$ cat config.mk
export PLATFORM = sky130hd
export DESIGN_NAME = seg7_scan_driver
export DESIGN_NICKNAME = d
export VERILOG_FILES = /design/src/rtl/seg7_pkg.sv /design/src/rtl/seg7_prescaler.sv /design/src/rtl/seg7_scan_driver.sv
export SDC_FILE = /design/constraint.sdc
export NUM_CORES = 1
export LEC_CHECK = 0
export ABC_AREA = 1
export BUFFER_PORTS_ARGS = -buffer_cell sky130_fd_sc_hd__buf_2
export CELL_PAD_IN_SITES_DETAIL_PLACEMENT = 0
export CELL_PAD_IN_SITES_GLOBAL_PLACEMENT = 1
export CORE_ASPECT_RATIO = 1.4
export CORE_MARGIN = 1
export CORE_UTILIZATION = 42
export DETAILED_ROUTE_END_ITERATION = 8
export PLACE_DENSITY = 0.77
export SETUP_SLACK_MARGIN = 0.05
export SYNTH_ARGS = -nofsm -noshare
export SYNTH_HDL_FRONTEND = slang
export SYNTH_HIERARCHICAL = 1
export SYNTH_SLANG_ARGS = --single-unit
$ cat constraint.sdc
create_clock -name CLK -period 2.4 [get_ports CLK]
set_input_delay 0.36 -clock CLK [delete_from_list [all_inputs] [get_ports CLK]]
set_output_delay 0.36 -clock CLK [all_outputs]
set_load 0.005 [all_outputs]
$ cat src/rtl/seg7_pkg.sv
// Shared types and constants for the 4-digit 7-segment scan driver.
package seg7_pkg;
    localparam int NUM_DIGITS  = 4;
    localparam int DIGIT_W     = 4;
    localparam int DIGIT_IDX_W = 2;
    localparam int DATA_W      = 16;

    typedef logic [DIGIT_IDX_W-1:0] digit_idx_t;
    typedef logic [DIGIT_W-1:0]     nibble_t;

    // One display image: the hex word plus its decimal-point bits
    typedef struct packed {
        logic [DATA_W-1:0]     word;
        logic [NUM_DIGITS-1:0] dots;
    } disp_buf_t;

    // Select the nibble belonging to digit idx (digit 0 is the low nibble)
    function automatic nibble_t get_nibble(input logic [DATA_W-1:0] w, input digit_idx_t idx);
        return w[DIGIT_W*idx +: DIGIT_W];
    endfunction
endpackage

$ cat src/rtl/seg7_prescaler.sv
// Slot-rate prescaler: emits a one-cycle tick every SCAN_DIV enabled cycles.
// The tick is combinational on the terminal count so SCAN_DIV=1 ticks every cycle.
module seg7_prescaler #(
    parameter int SCAN_DIV = 100000
) (
    input  logic CLK,
    input  logic RESET,
    input  logic ENABLE_IN,
    output logic TICK_OUT
);
    localparam int CNT_W = (SCAN_DIV > 1) ? $clog2(SCAN_DIV) : 1;
    localparam logic [CNT_W-1:0] LAST = CNT_W'(SCAN_DIV - 1);

    logic [CNT_W-1:0] cnt;

    assign TICK_OUT = ENABLE_IN && (cnt == LAST);

    // Count while enabled, hold while disabled, restart after the terminal count
    always_ff @(posedge CLK) begin
        if (!RESET)
            cnt <= '0;
        else if (ENABLE_IN)
            cnt <= TICK_OUT ? '0 : cnt + 1'b1;
    end
endmodule

$ cat src/rtl/seg7_scan_driver.sv
// Time-multiplexed scan controller for a 4-digit 7-segment display.
// Loads land in a shadow buffer and are committed to the active image only at a
// frame wrap (or immediately while blanked), so a frame never mixes old and new digits.
// Optional: define SEG7_LEADING_ZERO_BLANK_EN to blank leading zero digits.
module seg7_scan_driver
    import seg7_pkg::*;
#(
    parameter int SCAN_DIV = 100000
) (
    input  logic                  CLK,
    input  logic                  RESET,
    input  logic [DATA_W-1:0]     DATA_IN,
    input  logic [NUM_DIGITS-1:0] DOT_MASK_IN,
    input  logic                  LOAD_IN,
    input  logic                  ENABLE_IN,
    output logic [DIGIT_IDX_W-1:0] SEG_SELECT_OUT,
    output logic [DIGIT_W-1:0]    BIN_OUT,
    output logic                  DOT_OUT,
    output logic                  BLANK_OUT,
    output logic                  PENDING_OUT,
    output logic                  FRAME_TICK_OUT
);
    localparam digit_idx_t LAST_IDX = digit_idx_t'(NUM_DIGITS - 1);

    digit_idx_t idx;
    disp_buf_t  active, shadow;
    logic       pending, frame_tick;
    logic       tick, wrap, commit;
    logic [NUM_DIGITS-1:0] lz_blank;

    seg7_prescaler #(.SCAN_DIV(SCAN_DIV)) u_presc (
        .CLK       (CLK),
        .RESET     (RESET),
        .ENABLE_IN (ENABLE_IN),
        .TICK_OUT  (tick)
    );

    assign wrap   = tick && (idx == LAST_IDX);
    // While blanked nothing is visible, so a pending image can go live at once
    assign commit = pending && (wrap || !ENABLE_IN);

    // Scan index, double buffer and frame pulse
    always_ff @(posedge CLK) begin
        if (!RESET) begin
            idx        <= '0;
            active     <= '0;
            shadow     <= '0;
            pending    <= 1'b0;
            frame_tick <= 1'b0;
        end else begin
            frame_tick <= wrap;
            if (tick)
                idx <= idx + 1'b1;
            // active takes the pre-edge shadow; a coincident load stays pending
            if (commit)
                active <= shadow;
            if (LOAD_IN) begin
                shadow  <= '{word: DATA_IN, dots: DOT_MASK_IN};
                pending <= 1'b1;
            end else if (commit) begin
                pending <= 1'b0;
            end
        end
    end

`ifdef SEG7_LEADING_ZERO_BLANK_EN
    // Digit g goes dark when it and every digit above it are zero and its own dot is off
    assign lz_blank[0] = 1'b0;
    for (genvar g = 1; g < NUM_DIGITS; g++) begin : g_lz
        assign lz_blank[g] = (active.word[DATA_W-1:DIGIT_W*g] == '0) && !active.dots[g];
    end
`else
    assign lz_blank = '0;
`endif

    assign SEG_SELECT_OUT = idx;
    assign BIN_OUT        = get_nibble(active.word, idx);
    assign DOT_OUT        = active.dots[idx];
    assign BLANK_OUT      = !ENABLE_IN || lz_blank[idx];
    assign PENDING_OUT    = pending;
    assign FRAME_TICK_OUT = frame_tick;
endmodule

Word-level counts from Yosys, hierarchy flattened
Index checks and enable logic that the tools add are counted.
{ "op_classes": {"add_sub_neg": 2, "order_cmp": 1, "eq_ne": 2, "n_shift": 1, "mux": 7, "reduce_logical": 7} }
{ "op_table": {"columns": ["cell", "count"], "rows": [
  ["17-bit by 1-bit adder with 17-bit output, second input constant", 1],
  ["17-bit == test, second input constant", 1],
  ["17-bit two-way mux", 1],
  ["16-bit by 5-bit variable part select with 4-bit output", 1],
  ["1-bit binary-select mux with 2-bit select", 2],
  ["1-bit two-way mux", 4],
  ["1-bit logical AND", 3],
  ["2-bit by 3-bit less-than comparator with 1-bit output, second input constant", 1],
  ["2-bit by 1-bit adder with 2-bit output, second input constant", 1],
  ["2-bit == test, second input constant", 1],
  ["1-bit logical OR", 2],
  ["2-bit nonzero test", 1],
  ["1-bit zero test", 1]
]} }
{ "totals": {"regBits": 61, "inputBits": 24, "output_inout_bits": 10} }

Logic depth before layout (Yosys ltp)
{ "depth": {"word_depth": 7, "ltp_mapped": 11, "depth_no_buf": 10} }

By module
Netlist, hierarchy kept.
{ "modules_own_cells": {"columns": ["module", "instances", "cells_per_inst", "area_per_inst_um2"], "rows": [
  ["seg7_scan_driver", 1, 253, 1866.8],
  ["seg7_prescaler", 1, 128, 923.4]
]} }

Least setup slack after synthesis
OpenSTA, ideal clock, no wires.
{ "synth_path": {"kind": "register to register", "from": "register u_presc.cnt[0]", "to": "register active[10] (netlist name)", "setup_time_ns": 0.115, "arrival_time_ns": 1.577, "required_ns": 2.285, "setup_slack_ns": 0.708, "stages_incl_launch_ff": 12, "n_path_buf": 1, "cell_sequence": "dfxtp_1 -> ha_1 -> nand2_1 -> nor3_2 -> nand3_4 -> inv_1 -> nand2_2 -> nand2_4 -> buf_6 -> nand3_1 -> nand2_1 -> nor2_1"} }
{ "synth_between": {"elab_chain_cells": 5} }
{ "synth_rtl": {"columns": ["item", "line", "source"], "rows": [
  ["start: declaration", "seg7_prescaler.sv:14", "logic [CNT_W-1:0] cnt;"],
  ["start signal: assignment", "seg7_prescaler.sv:23", "cnt <= TICK_OUT ? '0 : cnt + 1'b1;"],
  ["17-bit == test", "seg7_prescaler.sv:16", "assign TICK_OUT = ENABLE_IN && (cnt == LAST);"],
  ["1-bit logical AND", "seg7_prescaler.sv:16", null],
  ["net tick", "seg7_scan_driver.sv:28", "logic tick, wrap, commit;"],
  ["1-bit logical AND", "seg7_scan_driver.sv:38", "assign wrap = tick && (idx == LAST_IDX);"],
  ["1-bit logical OR", "seg7_scan_driver.sv:40", "assign commit = pending && (wrap || !ENABLE_IN);"],
  ["1-bit logical AND", "seg7_scan_driver.sv:40", null],
  ["end signal: assignment", "seg7_scan_driver.sv:56", "active <= shadow;"],
  ["end: declaration", "seg7_scan_driver.sv:26", "disp_buf_t active, shadow;"]
]} }
The timed path passes the listed nets, and every way through them passes these cells.
A chain may end at the register's enable or synchronous reset.

Final worst setup path
Same ends and word-level chain as after synthesis.

==> flow_metrics.tcl <==
set metrics [dict create \
    finalNetCount 435 \
    setup_slack_ns 0.334 \
    combPwrFrac_pct 7.9 \
    cts_max_level 3 \
    synth_area_sq_um 2790 \
    numPortBuffers 33 \
    cts_made_buffers 9 \
    cpPeakStageDelay_ns 0.37 \
    min-delay-path-class "input port to register" \
    finalHoldViolations 0 \
    vias 2461 \
    clock-skew-final_ns 0.00789 \
    fill_cells 676 \
    synth_cell_types 30 \
    rows 34 \
    worstMarginPinSlew_ns 0.639 \
    leakage_nw 1.32 \
    cts_tree "done" \
    antenna_found_initial 0 \
    slew_headroom_pct 57.4 \
    maxCapViolCount 0 \
    crit_top_cell "nand2_1" \
    min_period_over_period_pct 86.1 \
    postRouteAntennaNets 0 \
    drt_iter0_drc 118 \
    setup_viol 0 \
    start_util_pct 44.3 \
    required_ns 2.64 \
    synth.avg_cell_area_sq_um 7.32 \
    clkTransAtPathRegs_ns 0.07 \
    final_cell_mix "dfxtp_1 (61), a21oi_1 (52), nand2_1 (49)" \
    synthFlopType "dfxtp_1" \
    grt_usage_pct 19.3 \
    slowest_stage "dfxtp_1" \
    p_total_w 0.00222 \
    synth_top_area_cell "dfxtp_1" \
    sw_frac_of_total_pct 23.6 \
    pwr-share-seq_pct 48.8 \
    grt_max_degree 42 \
    die_h_um 98.4 \
    grt_pass1_wl_um 10400 \
    clkSinkCount 61 \
    synth_top_area_share_pct 43.8 \
    p_switching_w 0.000523 \
    async_reset_ff_share_pct 0 \
    drc 0 \
    cts_buffer_depth 2 \
    area.growth.synth_to_final_pct 14.2 \
    post_drt_wl_per_cell_um 12.7 \
    cts.repair.resized 0 \
    start_kind "register" \
    cp_max_fo 40 \
    cts_root_buf "clkbuf_8" \
    cp.arrival_ns 2.31 \
    fmax_ghz 0.484 \
    die-area_sq_um 6980 \
    grt_pass1_vias 2255 \
    overflow 0 \
    place.gp.congestion 0.788 \
    drt-total-wl_um 6180 \
    clkPwrFrac_pct 43.2 \
    tns_ns 0 \
    io_pins 34 \
    crit_path_end_kind "register" \
    worstSkewPairLatency_ns 0.34 \
    drv_slew 0 \
    place_ws_ns 0.324 \
    path_class "register to register" \
    grt_setup_unrepaired "false" \
    syn_inst 381 \
    synth.top_cells.by_area "dfxtp_1 (44%), a21oi_1 (9.3%), nand2_1 (6.6%), nand3_1 (6.5%), nor2_1 (6.3%)" \
    hpwl_um 4290 \
    ys_ff_latch 61 \
    timing.final.crit_period_ns 2.07 \
    yosys_warnings 6 \
    via_per_inst 5.06 \
    status "complete, no violations" \
    layout_commonest_cell "dfxtp_1" \
    dieWidth_um 70.9 \
    power_density_nw_per_um2 695 \
    yosysSeqAreaShare_pct 43.8 \
    drive_gt1_share_pct 17.6 \
    irDropWorstVdd_mv 0.377 \
    coreArea_sq_um 6300 \
    syn_nets 407 \
    synth_edf_count 0 \
    drtPass1Iterations 4 \
    cts_hold_buf 0 \
    postCtsSetupBuffers 0 \
    diodes 0 \
    cp_cell_sequence "ha_1 -> nand2_1 -> nor3_2 -> nand3_4 -> inv_1 -> nand2_2 -> nand2_4 -> nand3_1 -> nand2_1 -> nor2_1" \
    p_int_w 0.00169 \
]
==> layout make-up <==
type,count,area [sq um],area share [%]
Multi-Input combinational cell,253,1270,39.9
Timing Repair Buffer,39,223,6.99
Inverter,45,169,5.30
Sequential cell,61,1220,38.3
Tap cell,72,90.1,2.83
Clock buffer,13,169,5.30
Clock inverter,3,42.5,1.34
==> sequential cells by signal, summed over array words and instances, names as in the netlist <==
| name | cells |
|---|---|
| shadow | 20 |
| u_presc/cnt | 17 |
| active | 20 |
| SEG_SELECT_OUT | 2 |
| PENDING_OUT | 1 |
| FRAME_TICK_OUT | 1 |
==> cells by family (layout without fill, tap and decap cells) <==
group	after synthesis	in the layout	share of synthesized area [%]
buffers and inverters	67	100	10.7
xor gates and xnor gates	6	6	1.88
DFF	61	61	43.8
adders and majority gates	2	2	0.897
AOI/OAI and AO/OA	87	87	16.3
and+or+nand+nor	158	158	26.5
==> critical path, delay by kind of cell, from the launching register on <==
family,cells,cell delay [ns]
flops,1,0.37
buf+inv,1,0.16
simple gates,8,1.20
fa+ha+maj,1,0.23
==> per-stage QoR <==
step,utilization (%),area (sq um),hold WS [ns],std cells
global placement,47.2,2970,0.446,470
global route,50.6,3190,0.322,486
floorplan,-,2790,0.430,381
detailed placement,47.2,2970,0.453,470
finish,50.6,3190,0.303,486
CTS,50.6,3190,0.291,486
==> layer usage <==
| metal | part of all wire [%] | GRT usage, % |
|---|---|---|
| met1 | 44 | 23.0 |
| met2 | 52 | 33.1 |
| met3 | 2.3 | 2.76 |
| met4 | 1.7 | 10.6 |
| met5 | 0 | 0 |
==> path summary, 6_finish.rpt <==
| check | startpoint | end | slack (ns) | cells after the start |
|---|---|---|---|---|
| hold reg to reg | shadow[2]$_SDFFE_PN0P_ | shadow[2]$_SDFFE_PN0P_ | 0.46 | 2 |
| setup / recovery | u_presc/cnt[0]$_SDFFE_PN0P_ | active[10]$_SDFFE_PN0P_ | 0.33 | 10 |
| setup reg to reg | u_presc/cnt[0]$_SDFFE_PN0P_ | active[10]$_SDFFE_PN0P_ | 0.33 | 10 |
| hold / removal | DOT_MASK_IN[3] | shadow[3]$_SDFFE_PN0P_ | 0.30 | 3 |
==> cells in the mapped netlist, types with 3 or more instances <==
master,count
a21oi_1,52
nor2_4,3
dfxtp_1,61
o21ai_0,26
inv_1,43
buf_6,4
nor2_1,47
nand4_1,4
nand2_1,49
nand2_2,6
nor2_2,3
o211ai_1,5
nor3_1,4
buf_2,7
clkbuf_1,7
nand3_1,36
xor2_1,4
o21ai_1,3
==> power groups by stage <==
stage / logic [W] / registers [W] / clock network (W)
global placement: 0.000176 / 0.00110 / 0
floorplan: 0.000135 / 0.00110 / 0
CTS: 0.000178 / 0.00108 / 0.000983
global route: 0.000204 / 0.00109 / 0.00102
detailed placement: 0.000178 / 0.00110 / 0
finish: 0.000176 / 0.00108 / 0.000958
Note: power is estimated with default switching activity, not from simulation.
